File: config.mk
export PLATFORM = sky130hd
export DESIGN_NAME = writeback_buffer
export DESIGN_NICKNAME = d
export VERILOG_FILES = /design/src/rtl/writeback_buffer_pkg.sv /design/src/rtl/writeback_buffer_wb_match.sv /design/src/rtl/writeback_buffer.sv
export SDC_FILE = /design/constraint.sdc
export NUM_CORES = 1
export LEC_CHECK = 0
export ABC_CLOCK_PERIOD_IN_PS = 8800
export CORE_MARGIN = 2
export CORE_UTILIZATION = 35
export DETAILED_ROUTE_END_ITERATION = 16
export PLACE_DENSITY = 0.67
export SLEW_MARGIN = 20
export SYNTH_ARGS = -nofsm -noshare
export SYNTH_HDL_FRONTEND = slang
export SYNTH_SLANG_ARGS = --single-unit
File: constraint.sdc
create_clock -name clk -period 8.8 [get_ports clk]
set_input_delay 1.76 -clock clk [delete_from_list [all_inputs] [get_ports clk]]
set_output_delay 1.76 -clock clk [all_outputs]
set_load 0.02 [all_outputs]
File: src/rtl/writeback_buffer_pkg.sv
`default_nettype none
// ============================================================================
// Module   : writeback_buffer_pkg
// Purpose  : Shared CPU definitions for the writeback buffer: default data,
//            register-address and queue-depth sizes, the queued entry record
//            {wa, wd} and a helper for the occupancy counter width.
// Ports    : none (package)
// Revision : 1.0 - initial release
// ============================================================================
package writeback_buffer_pkg;

  localparam int WB_WIDTH   = 32;
  localparam int WB_REGBITS = 5;
  localparam int WB_DEPTH   = 4;

  // One pending register-file write at the default sizes.
  typedef struct packed {
    logic [WB_REGBITS-1:0] wa;
    logic [WB_WIDTH-1:0]   wd;
  } wb_entry_t;

  // The counter must represent DEPTH itself, hence one bit beyond the pointer.
  function automatic int wb_count_bits(input int depth);
    return $clog2(depth) + 1;
  endfunction

endpackage
`default_nettype wire

File: src/rtl/writeback_buffer_wb_match.sv
`default_nettype none
// ============================================================================
// Module   : wb_match
// Purpose  : Combinational youngest-match lookup over the queued entries for
//            one decode read port.
// Ports    : valid  - per-slot occupancy, slot 0 is the oldest entry
//            wa, wd - queued destination / data, in the same age order
//            ra     - read address to look up (0 never matches)
//            hit    - some occupied entry writes ra
//            data   - wd of the youngest matching entry, 0 without a hit
// Revision : 1.0 - initial release
// ============================================================================
module wb_match #(
  parameter int WIDTH   = 32,
  parameter int REGBITS = 5,
  parameter int DEPTH   = 4
) (
  input  logic [DEPTH-1:0]   valid,
  input  logic [REGBITS-1:0] wa [DEPTH],
  input  logic [WIDTH-1:0]   wd [DEPTH],
  input  logic [REGBITS-1:0] ra,
  output logic               hit,
  output logic [WIDTH-1:0]   data
);

  // Scanning oldest to youngest lets later matches overwrite earlier ones,
  // so the youngest write to the register wins.
  always_comb begin
    hit  = 1'b0;
    data = '0;
    if (ra != '0) begin
      for (int i = 0; i < DEPTH; i++) begin
        if (valid[i] && (wa[i] == ra)) begin
          hit  = 1'b1;
          data = wd[i];
        end
      end
    end
  end

endmodule
`default_nettype wire

File: src/rtl/writeback_buffer.sv
`default_nettype none
// ============================================================================
// Module   : writeback_buffer
// Purpose  : In-order queue of (wa, wd) results draining onto the register
//            file write port, with forwarding of pending writes to two
//            decode read ports.
// Ports    : clk, reset_n             - clock, async active-low reset
//            in_valid/in_ready        - producer handshake
//            in_wa, in_wd             - incoming destination / result
//            hold                     - write port unavailable this cycle
//            regwrite, wa, wd         - register-file write port
//            ra1, ra2                 - decode read addresses
//            fwd1_hit/data, fwd2_*    - forwarding results per read port
//            count, empty             - occupancy
// Revision : 1.0 - initial release
// ============================================================================
module writeback_buffer
  import writeback_buffer_pkg::*;
#(
  parameter int WIDTH   = WB_WIDTH,
  parameter int REGBITS = WB_REGBITS,
  parameter int DEPTH   = WB_DEPTH
) (
  input  logic                     clk,
  input  logic                     reset_n,
  input  logic                     in_valid,
  output logic                     in_ready,
  input  logic [REGBITS-1:0]       in_wa,
  input  logic [WIDTH-1:0]         in_wd,
  input  logic                     hold,
  output logic                     regwrite,
  output logic [REGBITS-1:0]       wa,
  output logic [WIDTH-1:0]         wd,
  input  logic [REGBITS-1:0]       ra1,
  input  logic [REGBITS-1:0]       ra2,
  output logic                     fwd1_hit,
  output logic                     fwd2_hit,
  output logic [WIDTH-1:0]         fwd1_data,
  output logic [WIDTH-1:0]         fwd2_data,
  output logic [$clog2(DEPTH):0]   count,
  output logic                     empty
);

  localparam int PW = $clog2(DEPTH);
  localparam int CW = wb_count_bits(DEPTH);

  logic [REGBITS-1:0] mem_wa [DEPTH];
  logic [WIDTH-1:0]   mem_wd [DEPTH];
  logic [PW-1:0]      wr_ptr;
  logic [PW-1:0]      rd_ptr;

  logic               push;
  logic               pop;

  // Entries re-ordered so slot 0 is the head (oldest).
  logic [DEPTH-1:0]   ord_valid;
  logic [REGBITS-1:0] ord_wa [DEPTH];
  logic [WIDTH-1:0]   ord_wd [DEPTH];

  // in_ready depends on registered occupancy only: a pop this cycle does not
  // open a slot until the next cycle.
  assign in_ready = (count < CW'(DEPTH));
  assign empty    = (count == '0);
  // Writes to r0 complete the handshake but are dropped.
  assign push     = in_valid && in_ready && (in_wa != '0);
  assign regwrite = !empty && !hold;
  assign pop      = regwrite;

  assign wa = empty ? '0 : mem_wa[rd_ptr];
  assign wd = empty ? '0 : mem_wd[rd_ptr];

  always_ff @(posedge clk or negedge reset_n) begin
    if (!reset_n) begin
      wr_ptr <= '0;
      rd_ptr <= '0;
      count  <= '0;
    end else begin
      if (push) wr_ptr <= wr_ptr + PW'(1);
      if (pop)  rd_ptr <= rd_ptr + PW'(1);
      case ({push, pop})
        2'b10:   count <= count + CW'(1);
        2'b01:   count <= count - CW'(1);
        default: count <= count;
      endcase
    end
  end

  // Storage is qualified by occupancy, so it carries no reset.
  always_ff @(posedge clk) begin
    if (push) begin
      mem_wa[wr_ptr] <= in_wa;
      mem_wd[wr_ptr] <= in_wd;
    end
  end

  for (genvar i = 0; i < DEPTH; i++) begin : g_order
    assign ord_valid[i] = (CW'(i) < count);
    assign ord_wa[i]    = mem_wa[rd_ptr + PW'(i)];
    assign ord_wd[i]    = mem_wd[rd_ptr + PW'(i)];
  end

  wb_match #(.WIDTH(WIDTH), .REGBITS(REGBITS), .DEPTH(DEPTH)) u_match1 (
    .valid (ord_valid),
    .wa    (ord_wa),
    .wd    (ord_wd),
    .ra    (ra1),
    .hit   (fwd1_hit),
    .data  (fwd1_data)
  );

  wb_match #(.WIDTH(WIDTH), .REGBITS(REGBITS), .DEPTH(DEPTH)) u_match2 (
    .valid (ord_valid),
    .wa    (ord_wa),
    .wd    (ord_wd),
    .ra    (ra2),
    .hit   (fwd2_hit),
    .data  (fwd2_data)
  );

endmodule
`default_nettype wire
Yosys cells after proc, flatten, opt, wreduce, memory -nomap -nowiden. Memories as Yosys holds them, arrays and structs flattened. Index checks and enable logic that the tools add are counted.

Add/subtract/negate cells: 6. Magnitude comparators: 5. Equality and inequality tests: 10. Muxes and demuxes: 25. Reductions and logical operators: 18.

Operators with widths (number): 32-bit two-way mux (11); 5-bit equality test (8); 5-bit nonzero test (3); 1-bit two-way mux (12); 1-bit logical AND (11); 1-bit by 3-bit less-than comparator with 1-bit output (first input constant) (2); 2-bit by 3-bit less-than comparator with 1-bit output (first input constant) (2); 3-bit one-hot mux with 2 select lines (1); 5-bit two-way mux (1); 2-bit by 1-bit adder with 2-bit output (second input constant) (2); 2-bit adder (second input constant) (2); 3-bit by 1-bit adder with 3-bit output (second input constant) (1); 3-bit logical NOT (1); 3-bit less-than comparator (second input constant) (1); 3-bit by 1-bit subtractor with 3-bit output (second input constant) (1); 2-bit by 1-bit equality test with 1-bit output (second input constant) (1); 2-bit equality test (second input constant) (1); 1-bit logical NOT (2); 2-bit nonzero test (1).

Register bits: 7. Bits in writable memories: 148. Memories kept: 2.

Memory list: mem_wd (words 4, width 32, rd ports 4, clocked after memory_dff 0, wr ports 1, line writeback_buffer.sv:48) `logic [WIDTH-1:0] mem_wd [DEPTH];`; mem_wa (words 4, width 5, rd ports 4, clocked after memory_dff 0, wr ports 1, line writeback_buffer.sv:47) `logic [REGBITS-1:0] mem_wa [DEPTH];`.

Logic depth before layout (Yosys ltp). Gate-level depths: netlist of run 1. An unclocked memory read counts as a cell.

Depth in word-level cells: 8. Gate-level depth with buffers: 13. Gate-level depth less buffers: 9.

By module. A second synthesis of run 1 with hierarchy kept.

Cells, all modules: 861. Area, all modules: 11542.3 um^2.

Modules (own cells, without submodules): writeback_buffer (instances 1, cells each 475, area an instance 8777.2 um^2); wb_match (instances 2, cells each 193, area an instance 1382.6 um^2).

Worst setup path after synthesis of run 1. No wires, ideal clock.

Path type: input -> output. From: input port ra1[4]. To: output port fwd1_data[10]. Arrival: 3.797 ns. Required time: 7.040 ns. Slack: 3.243 ns. Stages on the path: 10. Buffers on the path: 3. Path through: clkbuf_1 -> xnor2_1 -> nor4_2 -> mux2i_1 -> o21ba_1 -> nor2_2 -> buf_6 -> buf_6 -> a31oi_1 -> nor3_1.

Word-level cells in the longest chain between the ends: 7. Elaborated cells on any way between the ends: 14. Classes of those cells: eq/ne (4); mux (5); reduce/logical (5).

RTL lines: start: declaration (line writeback_buffer.sv:34) `input logic [REGBITS-1:0] ra1,`; 5-bit equality test (line writeback_buffer_wb_match.sv:33) `if (valid[i] && (wa[i] == ra)) begin`; 1-bit logical AND (line writeback_buffer_wb_match.sv:33); 32-bit two-way mux (4 in a row) (line writeback_buffer_wb_match.sv:33); 32-bit two-way mux (*) (line writeback_buffer_wb_match.sv:31) `if (ra != '0) begin`; end: declaration (line writeback_buffer.sv:38) `output logic [WIDTH-1:0] fwd1_data,`.

Every way passes the cells marked *; elsewhere a longest branch is shown, timed or not.

Worst setup path after layout of run 1.
From: input port ra1[0]. To: output port fwd1_data[27].

The elaborated chain is that of the path after synthesis.

==> flow_summary.yaml, run 1 <==
clocking:
  holdBufCountCts: 0
  postCtsSetupBuffers: 0
  htreeDepth: 4
  cts.repair.resized: 0
  cts_buffer_depth: 2
  cts_tree: "done"
  clockRootBuffer: "clkbuf_16"
  insertion_delay_ns: 0.44
  clock-sinks: 155
  cts.reportedPaths.clkPinSlew_ns: 0.06
  cts_buffers: 17
global_routing:
  antenna_found_initial: 1
  track_usage_pct: 21.6
  grt_pass1_vias: 10500
  grt_max_degree: 164
  overflow: 0
  grt_pass1_wl_um: 59800
critical_path:
  r2r-start: "count[2]"
  crit_fanout: 29
  crit_required_ns: 7.04
  reg2reg_setup_slack_ns: 6.53
  timing.rr.end: "mem_wd[3][1]"
  critPathCaptureType: "primary output"
  cp-start-kind: "input pin"
  r2r_cells: 4
  crit_type: "input pin to primary output"
  critPathArrivalTime_ns: 5.70
floorplanning:
  start_util_pct: 35.3
  die_w_um: 190
  core_um2: 34300
  pin_count: 160
  dieHeight_um: 190
  die_area_um2: 36100
  rows: 68
logic_synthesis:
  yosysSeqAreaShare_pct: 38.2
  synth_top_area_cell: "edfxtp_1"
  synth-main-ff-cell: "edfxtp_1"
  postSynth.asyncResetShare_pct: 4.52
  synth_cell_types: 58
  ys_seq_elements: 155
  synth_edf_count: 148
  ys_top_cells_by_area: "edfxtp_1 37%, mux2i_1 10%, nor2_1 6.9%"
  synth.top_cell.area_share_pct: 36.7
  syn_nets: 1365
  synthCells: 1305
  ys_warn_count: 0
  syn_avg_cell_area_um2: 9.27
  netlist_area_um2: 12100
timing:
  setup_viol: 0
  fin_crit_ns: 7.46
  rsz0062_at_grt: "no"
  slew_headroom_pct: 20.1
  whs_ns: 0.624
  timing.final.hold_violations: 0
  max_freq_mhz: 134
  tns_ns: 0
  drv_slew: 0
  tightest_slew_ns: 1.20
  period_share_pct: 84.7
  skew_ns: 0.00843
final_layout:
  final_layout_size_suffix_gt1_share_pct: 11.2
  diodes: 0
  fin_area_um2: 14500
  layout_common_cells: "220 x nor2_1, 159 x clkdlybuf4s50_1, 148 x edfxtp_1, 121 x mux2i_1, 119 x a21oi_1"
  area_growth_syn_to_layout_pct: 19.7
  layout_commonest_cell: "nor2_1"
  utilization_pct: 42.2
  nNetsFinal: 1443
placement:
  numPortBuffers: 159
  place_congestion: 0.951
  place_area_um2: 13900
  hpwl_um: 24300
min_path:
  hold_path_end: "wr_ptr[1]"
  hold_start: "wr_ptr[1]"
  hold-path-cell-count: 2
  holdCritPathClass: "flip-flop to flip-flop"
drt:
  drcViolationCount: 0
  first_iter_violations: 1316
  post_drt_via_cell_ratio: 5.84
  antenna_left: 0
  wl_um: 39700
  wire_per_inst_um: 21.5
  drtPass1Iterations: 5
  vias: 10800
status:
  status: "completed"
pwr:
  leakagePower_nw: 4.99
  peakVddDrop_mv: 0.217
  power_density_nw_per_um2: 356
  power.total_mw: 5.15
job:
  maxCapViolations: 0
-- sequential cells by signal (all words and copies together), names as in the netlist --
| signal | count |
|---|---|
| count | 3 |
| mem_wa | 20 |
| mem_wd | 128 |
| rd_ptr | 2 |
| wr_ptr | 2 |
-- layer usage --
metal / up-vias / share of wire, % / global-route usage, %
li1: 5003 / - / -
met1: 5130 / 42 / 28.4
met2: 575 / 46 / 34.9
met3: 109 / 9.0 / 3.78
met4: 2 / 3.2 / 9.39
met5: - / 0.033 / 0
-- Yosys cell counts (2+ instances only) --
cell	count
and3b_1	3
a41oi_1	27
xor2_1	19
nand2b_1	2
a21oi_1	120
nor2_2	2
nor4_2	2
ha_1	9
nor3_2	2
mux2_2	69
buf_1	10
o22a_1	28
mux2i_2	2
nor2_1	222
mux4_2	5
and2_1	9
nand4_1	3
o211ai_1	3
nor2b_1	5
o21a_1	2
nand2_1	58
a211oi_1	30
clkbuf_1	66
mux2_4	5
or4_1	3
buf_6	18
edfxtp_1	148
buf_2	25
mux2i_4	3
o221ai_1	2
nand3_1	3
o21ai_0	63
or3_1	29
a31oi_1	35
o22ai_1	2
dfrtp_1	7
xnor2_1	36
a21boi_0	2
mux2i_1	121
o21ai_1	7
nor3_1	72
inv_1	7
nor4_1	4
-- through the flow --
step / instances / worst slack [ns]
detailed placement: 1818 / 1.43
global route: 1851 / 1.24
floorplan: 1305 / 3.24
finish: 1851 / 1.34
CTS: 1850 / 1.41
global placement: 1818 / 1.50
-- layout make-up --
| class | count | area, um^2 |
|---|---|---|
| clock buffers | 19 | 433 |
| clock inverters | 13 | 145 |
| fillers | 3289 | 19800 |
| inverters | 8 | 43.8 |
| multi-input cells | 1022 | 6890 |
| flip-flops and latches | 155 | 4630 |
| well taps | 455 | 569 |
| repair buffers | 179 | 1770 |
-- critical path: stages --
cell and delay (ns):
clkdlybuf4s50_1 0.73, xnor2_1 0.18, nor4_2 0.52, mux2i_1 0.19
o21ba_1 0.26, nor2_4 0.76, a31oi_1 0.16, nor3_1 0.43
clkdlybuf4s50_1 0.69
-- cell families after synthesis --
| logic type | share of synthesized area, % |
|---|---|
| DFF | 38.2 |
| AOI/OAI and AO/OA | 17.0 |
| buffers and inverters | 5.49 |
| adders and majority gates | 0.931 |
| and+or+nand+nor | 15.6 |
| muxes | 18.8 |
| xor gates and xnor gates | 3.98 |
-- worst max-delay path by stage --
| stage | from | endpoint | slack, ns | cells past startpoint |
|---|---|---|---|---|
| after detailed placement | ra1[0] | fwd1_data[2] | 1.43 | 9 |
| after CTS | ra1[0] | fwd1_data[27] | 1.41 | 9 |
| after global placement | ra1[0] | fwd1_data[27] | 1.50 | 9 |
| after global routing | ra1[0] | fwd1_data[27] | 1.24 | 9 |
| after floorplan | ra1[4] | fwd1_data[10] | 3.24 | 10 |
| final | ra1[0] | fwd1_data[27] | 1.34 | 9 |
-- power breakdown --
group / leakage [nW] / switching (mW) / internal [mW]
combinational: 3.29 / 2.00 / 1.37
sequential: 1.42 / 0.124 / 0.930
clock: 0.274 / 0.307 / 0.419
total: 4.99 / 2.43 / 2.72
Note: power is estimated with default switching activity, not from simulation.
==> run 2: changes to the inputs <==
Settings changed: ABC_CLOCK_PERIOD_IN_PS 8800 to 6000, PLACE_DENSITY 0.67 to 0.69.
Clock period 8.8 ns to 6 ns, I/O delays scaled along.
==> flow_summary.yaml, run 2 (synthesis gave the netlist of run 1 again) <==
drt:
  vias: 11100
  wl_um: 40300
  drtPass1Iterations: 6
  drcViolationCount: 0
  antenna_left: 0
  first_iter_violations: 1339
  wire_per_inst_um: 21.5
  post_drt_via_cell_ratio: 5.90
timing:
  tightest_slew_ns: 1.08
  setup_slack_ns: 0.152
  fin_crit_ns: 5.85
  tns_ns: 0
  setup_viol: 0
  max_freq_mhz: 171
  period_share_pct: 97.5
  timing.final.hold_violations: 0
  drv_slew: 0
  rsz0062_at_grt: "no"
  skew_ns: 0.0128
  slew_headroom_pct: 28.3
pwr:
  clkPwrFrac_pct: 14.9
  leakagePower_nw: 5.14
  power_frac_comb_pct: 65.1
  power_density_nw_per_um2: 525
  netSwitchingPower_mw: 3.62
  switching_share_pct: 46.8
  peakVddDrop_mv: 0.303
  p_int_mw: 4.12
  seq_power_share_pct: 20.0
critical_path:
  reg2reg_setup_slack_ns: 3.49
  critPathCaptureType: "primary output"
  crit_fanout: 14
  crit_type: "input pin to primary output"
  cp-start-kind: "input pin"
  critPathArrivalTime_ns: 4.65
  crit_required_ns: 4.80
min_path:
  holdCritPathClass: "flip-flop to flip-flop"
clocking:
  clock-sinks: 155
  insertion_delay_ns: 0.44
  htreeDepth: 4
  cts_buffer_depth: 2
  cts_buffers: 17
  holdBufCountCts: 0
  clockRootBuffer: "clkbuf_16"
  cts.reportedPaths.clkPinSlew_ns: 0.07
  cts_tree: "done"
global_routing:
  grt_pass1_vias: 10700
  overflow: 0
  grt_pass1_wl_um: 60900
  grt_max_degree: 99
  track_usage_pct: 22.0
  antenna_found_initial: 0
placement:
  hpwl_um: 26200
  place_ws_ns: 0.109
  place_congestion: 0.912
  dp.cells: 1844
  numPortBuffers: 159
floorplanning:
  core_um2: 34300
  rows: 68
  pin_count: 160
  dieHeight_um: 190
  start_util_pct: 35.3
  die_w_um: 190
  die_area_um2: 36100
final_layout:
  area_growth_syn_to_layout_pct: 22.0
  top_register: "mem_wd"
  nNetsFinal: 1468
  final_layout_size_suffix_gt1_share_pct: 12.8
  largest_reg_flops: 128
  diodes: 0
  fin_cells: 1876
  layout_commonest_cell: "nor2_1"
  reg_top3: "mem_wd (128), mem_wa (20), count (3)"
  layout_common_cells: "220 x nor2_1, 159 x clkdlybuf4s50_1, 148 x edfxtp_1, 121 x mux2i_1, 119 x a21oi_1"
job:
  maxCapViolations: 0
status:
  status: "completed"
[run 2: timing repair]
| item | in CTS | in global routing |
|---|---|---|
| endpoints found under the hold margin | 0 | 0 |
| setup buffers | 0 | 0 |
| resized for setup | 0 | 2 |
| setup endpoints to repair | 0 | 10 |
[run 2: path summary, 6_finish.rpt]
check	startpoint	to	depth (start not counted)
min	wr_ptr[1]	wr_ptr[1]	2
min in group asynchronous	reset_n	wr_ptr[1]	1
min reg2reg	wr_ptr[1]	wr_ptr[1]	2
max	ra1[1]	fwd1_data[13]	10
max in group asynchronous	reset_n	rd_ptr[1]	1
max reg2reg	count[2]	mem_wd[3][5]	4
[run 2: cell type report]
type                       instances  area [um^2]
fill                            3245        19500
multi-input combinational       1022         6900
sequential                       155         4630
timing repair buffer             204         1990
tap                              455          569
clock buffer                      17          425
clock inverter                    15          198
inverter                           8         43.8
[run 2: layer usage]
layer,GRT usage (%),share of wire [%]
met1,28.8,42
met2,35.4,46
met3,4.00,8.9
met4,9.87,3.5
met5,0,0
[run 2: worst max-delay path: stages]
cell	delay, ns
clkdlybuf4s50_1	0.68
xnor2_1	0.16
nor4_2	0.52
mux2i_1	0.22
o21ba_1	0.26
nor2_4	0.10
buf_4	0.25
a31oi_1	0.12
nor3_1	0.43
clkdlybuf4s50_1	0.70
[run 2: power groups by stage]
stage	registers (mW)	clock network (mW)	logic, mW
floorplan	1.48	0	3.38
global placement	1.56	0	4.90
detailed placement	1.57	0	4.96
CTS	1.55	1.17	4.98
global route	1.58	1.21	5.36
finish	1.55	1.15	5.04
[run 2: metrics by stage]
stage / utilization, % / instance area [um^2] / hold WS, ns / power (mW)
2_1_floorplan: - / 12100 / 0.580 / 4.86
3_3_place_gp: 41.2 / 14100 / 0.605 / 6.46
6_report: 43.0 / 14800 / 0.641 / 7.74
5_1_grt: 43.0 / 14800 / 0.686 / 8.14
3_5_place_dp: 41.2 / 14100 / 0.630 / 6.53
4_1_cts: 43.0 / 14700 / 0.643 / 7.70
